### src/rtl/mips_pkg.sv
// Shared constants and types for the MIPS-style pipeline: ALU opcodes,
// forward-select codes and the packed control-bit bundle.
package mips_pkg;

    localparam logic [3:0] ALU_ADD = 4'd0;
    localparam logic [3:0] ALU_SUB = 4'd1;
    localparam logic [3:0] ALU_AND = 4'd2;
    localparam logic [3:0] ALU_OR  = 4'd3;
    localparam logic [3:0] ALU_SLT = 4'd4;
    localparam logic [3:0] ALU_SLL = 4'd5;
    localparam logic [3:0] ALU_MUL = 4'd6;
    localparam logic [3:0] ALU_DIV = 4'd7;

    localparam logic [1:0] FWD_REG   = 2'd0;
    localparam logic [1:0] FWD_EXMEM = 2'd1;
    localparam logic [1:0] FWD_MEMWB = 2'd2;

    localparam int REG_ZERO = 0;

    typedef struct packed {
        logic regwrite;
        logic memread;
        logic memwrite;
        logic memtoreg;
    } ctrl_t;

endpackage

### src/rtl/id_ex_stage_fwd_mux.sv
// Operand forwarding mux: picks EX/MEM result, MEM/WB data or the registered
// operand for one source index. EX/MEM is younger and wins; r0 never forwards.
module fwd_mux
    import mips_pkg::*;
#(
    parameter int DW = 32,
    parameter int RW = 5
) (
    input  logic [RW-1:0] idx,
    input  logic [DW-1:0] reg_val,
    input  logic          exmem_regwrite,
    input  logic [RW-1:0] exmem_rd,
    input  logic [DW-1:0] exmem_res,
    input  logic          memwb_regwrite,
    input  logic [RW-1:0] memwb_rd,
    input  logic [DW-1:0] memwb_data,
    output logic [DW-1:0] data
);

    logic [1:0] sel;

    // NOTE: every always_comb output gets a default first so no path can infer a latch.
    always_comb begin
        sel = FWD_REG;
        if (exmem_regwrite && (exmem_rd != RW'(REG_ZERO)) && (exmem_rd == idx))
            sel = FWD_EXMEM;
        else if (memwb_regwrite && (memwb_rd != RW'(REG_ZERO)) && (memwb_rd == idx))
            sel = FWD_MEMWB;
    end

    always_comb begin
        data = reg_val;
        case (sel)
            FWD_EXMEM: data = exmem_res;
            FWD_MEMWB: data = memwb_data;
            default:   data = reg_val;
        endcase
    end

endmodule

### src/rtl/id_ex_stage.sv
// ID/EX pipeline register feeding the ALU through forwarding muxes, with
// load-use bubble insertion, branch flush and downstream hold.
module id_ex_stage
    import mips_pkg::*;
#(
    parameter int DW = 32,
    parameter int RW = 5
) (
    input  logic          clk,
    input  logic          rst_n,
    input  logic          id_valid,
    input  logic [DW-1:0] id_rs_val,
    input  logic [DW-1:0] id_rt_val,
    input  logic [DW-1:0] id_imm,
    input  logic [RW-1:0] id_rs,
    input  logic [RW-1:0] id_rt,
    input  logic [RW-1:0] id_rd,
    input  logic          id_alusrc,
    input  logic [3:0]    id_alu_sel,
    input  logic          id_regwrite,
    input  logic          id_memread,
    input  logic          id_memwrite,
    input  logic          id_memtoreg,
    input  logic          flush,
    input  logic          hold,
    input  logic          exmem_regwrite,
    input  logic [RW-1:0] exmem_rd,
    input  logic [DW-1:0] exmem_res,
    input  logic          memwb_regwrite,
    input  logic [RW-1:0] memwb_rd,
    input  logic [DW-1:0] memwb_data,
    output logic          id_stall,
    output logic [DW-1:0] ex_ea,
    output logic [DW-1:0] ex_eb,
    output logic [3:0]    ex_sel,
    output logic [DW-1:0] ex_store_data,
    output logic          ex_valid,
    output logic          ex_regwrite,
    output logic          ex_memread,
    output logic          ex_memwrite,
    output logic          ex_memtoreg,
    output logic [RW-1:0] ex_rd
);

    logic          valid_q;
    ctrl_t         ctrl_q;
    logic [RW-1:0] rs_q, rt_q, rd_q;
    logic [DW-1:0] rs_val_q, rt_val_q, imm_q;
    logic          alusrc_q;
    logic [3:0]    sel_q;

    ctrl_t         id_ctrl;
    logic          lu;
    logic          kill;
    logic [DW-1:0] fwd_rs, fwd_rt;

    assign id_ctrl = ctrl_t'({id_regwrite, id_memread, id_memwrite, id_memtoreg} & {4{id_valid}});

    // rt is compared even for immediate-form instructions: a spurious stall is cheaper than a missed one.
    assign lu = id_valid && valid_q && ctrl_q.memread && (rd_q != RW'(REG_ZERO))
             && ((rd_q == id_rs) || (rd_q == id_rt));

    assign id_stall = lu | hold;

    // Flush beats hold; a load-use bubble only goes in when the stage is free to advance.
    assign kill = flush | (!hold & lu);

    // NOTE: sequential state uses non-blocking assignments only, so every register samples pre-edge values.
    // Data registers are cleared too: a bubble must present zero operands to the ALU.
    always_ff @(posedge clk) begin
        if (!rst_n || kill) begin
            valid_q  <= 1'b0;
            ctrl_q   <= '0;
            rs_q     <= '0;
            rt_q     <= '0;
            rd_q     <= '0;
            rs_val_q <= '0;
            rt_val_q <= '0;
            imm_q    <= '0;
            alusrc_q <= 1'b0;
            sel_q    <= ALU_ADD;
        end else if (!hold) begin
            valid_q  <= id_valid;
            ctrl_q   <= id_ctrl;
            rs_q     <= id_rs;
            rt_q     <= id_rt;
            rd_q     <= id_rd;
            rs_val_q <= id_rs_val;
            rt_val_q <= id_rt_val;
            imm_q    <= id_imm;
            alusrc_q <= id_alusrc;
            sel_q    <= id_alu_sel;
        end
    end

    fwd_mux #(.DW(DW), .RW(RW)) u_fwd_rs (
        .idx            (rs_q),
        .reg_val        (rs_val_q),
        .exmem_regwrite (exmem_regwrite),
        .exmem_rd       (exmem_rd),
        .exmem_res      (exmem_res),
        .memwb_regwrite (memwb_regwrite),
        .memwb_rd       (memwb_rd),
        .memwb_data     (memwb_data),
        .data           (fwd_rs)
    );

    fwd_mux #(.DW(DW), .RW(RW)) u_fwd_rt (
        .idx            (rt_q),
        .reg_val        (rt_val_q),
        .exmem_regwrite (exmem_regwrite),
        .exmem_rd       (exmem_rd),
        .exmem_res      (exmem_res),
        .memwb_regwrite (memwb_regwrite),
        .memwb_rd       (memwb_rd),
        .memwb_data     (memwb_data),
        .data           (fwd_rt)
    );

    assign ex_ea         = fwd_rs;
    assign ex_store_data = fwd_rt;
    assign ex_eb         = alusrc_q ? imm_q : fwd_rt;
    assign ex_sel        = sel_q;
    assign ex_valid      = valid_q;
    assign ex_regwrite   = ctrl_q.regwrite;
    assign ex_memread    = ctrl_q.memread;
    assign ex_memwrite   = ctrl_q.memwrite;
    assign ex_memtoreg   = ctrl_q.memtoreg;
    assign ex_rd         = rd_q;

endmodule

### config.mk
export PLATFORM = sky130hd
export DESIGN_NAME = id_ex_stage
export DESIGN_NICKNAME = d
export VERILOG_FILES = /design/src/rtl/mips_pkg.sv /design/src/rtl/id_ex_stage_fwd_mux.sv /design/src/rtl/id_ex_stage.sv
export SDC_FILE = /design/constraint.sdc
export NUM_CORES = 1
export LEC_CHECK = 0
export BUFFER_PORTS_ARGS = -buffer_cell sky130_fd_sc_hd__buf_2
export CORE_AREA = 2 2 121 123
export CTS_CLUSTER_SIZE = 14
export DETAILED_ROUTE_END_ITERATION = 10
export DIE_AREA = 0 0 123 125
export PLACE_DENSITY = 0.76
export SYNTH_ARGS = -nofsm -noshare
export SYNTH_HDL_FRONTEND = slang
export SYNTH_SLANG_ARGS = --single-unit
export TNS_END_PERCENT = 10
### constraint.sdc
create_clock -name clk -period 3.55 [get_ports clk]
set_clock_uncertainty 0.05 [all_clocks]
set_input_delay 0.355 -clock clk [delete_from_list [all_inputs] [get_ports clk]]
set_output_delay 0.355 -clock clk [all_outputs]
set_load 0.005 [all_outputs]
# Word level (Yosys, flattened, before mapping)
# Index checks and enable logic that the tools add are counted.
# op_classes
eq_ne	10
mux	7
bitwise	4
n_reduce_logical	17
# op_table
operator	n
$pmux 32 s2	2
$mux 32	1
$eq 5x5->1	6
$reduce_bool 5->1	3
$logic_and 1x1->1	10
$mux 2	4
$and 4x4->4	1
$eq 2x1->1 const B	2
$eq 2x2->1 const B	2
$logic_not 1->1	2
$logic_or 1x1->1	2
$or 1x1->1	2
$and 1x1->1	1
# totals
register_bits	121
in_bits	201
output_inout_bits	111
elab_cells	51

# Longest topological paths before layout
# depth
ltp_word	8
mapped_depth	7
mapped_depth_nobuf	5

# Modules after synthesis
# Synthesis repeated with hierarchy kept, for this count alone.
# hier_totals
cells_unflattened	689
area_unflattened_um2	7257.0
# modules_own_cells
module	n_inst	cells_each	area_each_um2	seq_area_each_um2
id_ex_stage	1	329	4216.5	2422.3
fwd_mux	2	180	1520.2	0.0

# Worst setup path after synthesis
# No wires, ideal clock.
# synth_timing
path_type	input -> output
start	input memwb_rd[0]
end	output ex_eb[0]
t_arrival_ns	1.864
t_required_ns	3.145
path_slack_ns	1.281
stages	7
n_path_buf	2
cell_sequence	or4_1 -> o21a_1 -> and4_1 -> buf_6 -> buf_12 -> mux2i_1 -> a221oi_1
# synth_between
elab_chain_cells	8
elab_cells_between_ends	10
cone_classes	eq/ne: 3; mux: 4; reduce/logical: 3
# synth_rtl
element	line	rtl
from (decl)	id_ex_stage.sv:30	input logic [RW-1:0] memwb_rd,
$reduce_bool 5->1	id_ex_stage_fwd_mux.sv:27	else if (memwb_regwrite && (memwb_rd != RW'(REG_ZERO)) && (memwb_rd == idx))
$logic_and 1x1->1	id_ex_stage_fwd_mux.sv:27	
$logic_and 1x1->1 (*)	id_ex_stage_fwd_mux.sv:27	
$mux 2 (*)	id_ex_stage_fwd_mux.sv:27	
$mux 2 (*)	id_ex_stage_fwd_mux.sv:25	if (exmem_regwrite && (exmem_rd != RW'(REG_ZERO)) && (exmem_rd == idx))
$eq 2x2->1 / $eq 2x1->1 (equally long branches)	id_ex_stage_fwd_mux.sv:33	case (sel)
$pmux 32 s2 (*)	id_ex_stage_fwd_mux.sv:33	
$mux 32 (*)	id_ex_stage.sv:122	assign ex_eb = alusrc_q ? imm_q : fwd_rt;
to (decl)	id_ex_stage.sv:34	output logic [DW-1:0] ex_eb,
# Every way passes the cells marked *; elsewhere a longest branch is shown, timed or not.

# Worst setup path in the final report
# layout_timing
start	register rs_q[4]
end	output ex_ea[14]
# layout_between
elab_chain_cells	6
elab_cells_between_ends	9
cone_classes	eq/ne: 4; mux: 3; reduce/logical: 2
# layout_rtl
element	line	rtl
from (decl)	id_ex_stage.sv:47	logic [RW-1:0] rs_q, rt_q, rd_q;
from (signal assigned)	id_ex_stage.sv:85	rs_q <= id_rs;
$eq 5x5->1	id_ex_stage_fwd_mux.sv:27	
$logic_and 1x1->1	id_ex_stage_fwd_mux.sv:27	
$mux 2	id_ex_stage_fwd_mux.sv:27	
$mux 2 (*)	id_ex_stage_fwd_mux.sv:25	
$eq 2x2->1 / $eq 2x1->1 (equally long branches)	id_ex_stage_fwd_mux.sv:33	
$pmux 32 s2 (*)	id_ex_stage_fwd_mux.sv:33	
to (decl)	id_ex_stage.sv:33	output logic [DW-1:0] ex_ea,
# Marks and branches as above.

==> results.py <==
metrics = {
    "worst_setup_path": {
        "cp_max_fo": 30,
        "crit_path_top_delay_cell": "and4_2",
        "cp-end-kind": "primary output",
        "worst-setup-path-type": "reg2out",
        "crit_start": "rs_q[4]$_SDFFE_PP0N_",
        "worst_path_largest_cell_delay_ns": 1.01,
        "critPathRequiredTime_ns": 3.14,
        "critical_path.cell_chain": "xor2_1 -> nor3_1 -> and4_2 -> buf_4 -> mux2i_1 -> o21ai_0 -> buf_2",
        "cpLargestDelayFamily": "simple AND/OR/NAND/NOR gates",
        "path_buf_inv": 2,
        "worstReg2RegStart": "ex_rd[0]$_SDFFE_PP0N_",
        "cp-start-kind": "flip-flop",
        "worstPathArrival_ns": 2.88,
    },
    "place": {
        "gp_congestion": 0.892,
        "dp_hpwl_mm": 14.5,
        "dpl-instance-area_mm2": 0.00762,
        "io_buffer_count": 311,
    },
    "yosys": {
        "ys_seq_area_frac": 0.402,
        "synth_seq_cells": 121,
        "synth_top_flop_cell": "dfxtp_1",
        "yosys-top-cells-area": "dfxtp_1 40%, a22o_1 17%, mux2i_1 11%",
        "synth_edf_count": 0,
        "synth_cells": 650,
        "syn_area_per_cell_um2": 9.27,
        "synthArstFlopShare": 0,
        "yosysTopAreaCell": "dfxtp_1",
        "syn_area_mm2": 0.00602,
        "ys_types": 30,
        "ys.warnings.count": 0,
        "synth_top_area_frac": 0.402,
        "synthesis.nets": 851,
    },
    "floorplanning": {
        "rows": 44,
        "die_area_mm2": 0.0154,
        "chipHeight_um": 125,
        "start_util": 0.424,
        "ios": 312,
        "die_w_um": 123,
        "core-area_mm2": 0.0142,
    },
    "detailed_routing": {
        "ant_nets": 0,
        "wire_per_inst_um": 18.1,
        "first_pass_iters": 6,
        "vias": 6255,
        "drt-total-wl_mm": 20.3,
        "drt_iter0_drc": 403,
        "vias_per_cell": 5.56,
        "drcViolationCount": 0,
    },
    "power": {
        "p_leak_nw": 3.71,
        "power_mw": 3.69,
        "cellPowerDensity_mw_per_mm2": 448,
        "peakVddDrop_uv": 304,
    },
    "clock_network": {
        "root_buffer": "clkbuf_16",
        "numCtsBuffers": 17,
        "clockBufferDepth": 2,
        "clock_latency_ns": 0.42,
        "clk_pin_slew_ns": 0.05,
        "cts_tree": "yes",
        "hold_buffers": 0,
        "cts.sinks": 121,
        "h-tree-depth": 4,
        "cts_setup_buffers": 0,
        "cts-resized-gates": 0,
    },
    "timing": {
        "fin_crit_sh": 0.925,
        "hold_viol": 0,
        "drv_slew": 0,
        "fmax_mhz": 305,
        "fin_tns_setup_ns": 0,
        "period_needed_ns": 3.28,
        "holdWs_ns": 0.101,
        "worstMarginPinSlew_ns": 1.14,
        "finalSetupViolCount": 0,
        "maxSlewHeadroom": 0.237,
        "grt_setup_unrepaired": "no",
    },
    "min_path": {
        "worstHoldStart": "id_rd[3]",
        "hp-class": "in2reg",
    },
    "global_route": {
        "grt_pass1_wl_mm": 30.8,
        "antenna_found_initial": 4,
        "grt-ovfl-total": 0,
        "grt_usage": 0.257,
        "grt_max_degree": 65,
        "grt_pass1_vias": 5875,
    },
    "final_layout": {
        "post-route-cell-area_mm2": 0.00825,
        "n_fill_cell": 1329,
        "final_nets": 1131,
        "synthToLayoutAreaGrowth_pct": 36.9,
        "drive_gt1_frac": 0.382,
    },
    "outcome": {
        "status": "completed",
    },
    "run": {
        "max-cap-violations": 0,
    },
}
-- layer usage --
metal / GRT usage / routed length, um
met1: 0.307 / 8160
met4: 0.102 / 626
met3: 0.0867 / 1830
met2: 0.422 / 9690
met5: 0 / 27
-- final timing paths --
kind                                                  to  slack [ns]  cells past startpoint
worst min-delay path               ex_rd[3]$_SDFFE_PP0N_        0.10                      2
worst max-delay path                           ex_ea[14]        0.27                      7
worst max register to register  rs_val_q[8]$_SDFFE_PP0N_        1.57                      6
worst min register to register  ex_memtoreg$_SDFFE_PP0N_        0.42                      1
-- metrics by stage --
| stage | instances | util | setup WS (ns) |
|---|---|---|---|
| global placement | 1095 | 0.537 | 0.651 |
| global route | 1125 | 0.580 | 0.145 |
| CTS | 1124 | 0.580 | 0.268 |
| floorplan | 650 | - | 1.28 |
| finish | 1126 | 0.581 | 0.267 |
| detailed placement | 1095 | 0.537 | 0.616 |
-- where the power goes --
| part | leakage [nW] | total (mW) | internal [mW] | switching, mW |
|---|---|---|---|---|
| sequential | 0.986 | 1.44 | 1.40 | 0.0311 |
| combinational | 2.43 | 0.447 | 0.226 | 0.220 |
| clock | 0.297 | 1.81 | 1.21 | 0.595 |
-- cell usage in the layout, fill, tap and decap left out, types with 2 or more instances in the layout --
cell,instances
and4_2,3
o21ai_0,32
o21a_1,2
buf_2,311
nor2_1,34
xor2_1,14
a221oi_1,32
xnor2_1,16
a22o_1,117
buf_12,2
mux2i_1,64
nand3_1,3
inv_1,32
buf_4,10
or4_1,2
dfxtp_1,120
a21oi_1,33
a32o_1,4
clkinv_2,2
nand2_1,34
clkbuf_16,17
diode_2,2
clkbuf_8,3
clkinvlp_4,2
bufinv_16,4
nor3_1,37
-- cells in the mapped netlist (4+ instances only) --
library cell  count
a21oi_1          34
nand2_1          34
a32o_1            4
a221oi_1         32
buf_2            18
nor3_1           37
a22o_1          117
dfxtp_1         121
o21ai_0          32
clkbuf_1         35
buf_6             5
xnor2_1          16
xor2_1           14
nor2_1           34
inv_1            32
mux2i_1          64
-- registers in the layout, summed over array words and instances, names as in the netlist --
signal       cells
imm_q           32
rs_val_q        32
rt_val_q        32
ex_rd            5
rs_q             5
rt_q             5
ex_sel           4
alusrc_q         1
ex_memread       1
ex_memtoreg      1
ex_memwrite      1
ex_regwrite      1
ex_valid         1
-- layout make-up --
cell class | count | area, um2 | share of cell area
multi-input cells | 435 | 3180 | 0.386
diodes | 2 | 5.00 | 0.000607
repair buffers | 323 | 1670 | 0.203
clock inverters | 8 | 145 | 0.0176
inverters | 32 | 120 | 0.0146
flip-flops and latches | 121 | 2420 | 0.294
clock buffers | 21 | 470 | 0.0571
well taps | 184 | 230 | 0.0279
-- cell families (layout without fill, tap and decap cells) --
logic type                Yosys count  after routing  share of synthesized area
AOI/OAI and AO/OA                 224            224                      0.284
muxes                              64             64                      0.106
buffers and inverters              94            384                     0.0766
DFF                               121            121                      0.402
and+or+nand+nor                   117            117                     0.0874
other                               0              2                          0
xor gates and xnor gates           30             30                     0.0436
-- worst register-to-register path, delay by kind of cell, from the launching register on --
kind,cells,cell delay (ns)
flops,1,0.44
simple gates,1,0.09
buf+inv,1,0.33
compound gates,3,0.82
xor+xnor,1,0.15
No activity file was read; power rests on OpenSTA's default activity.
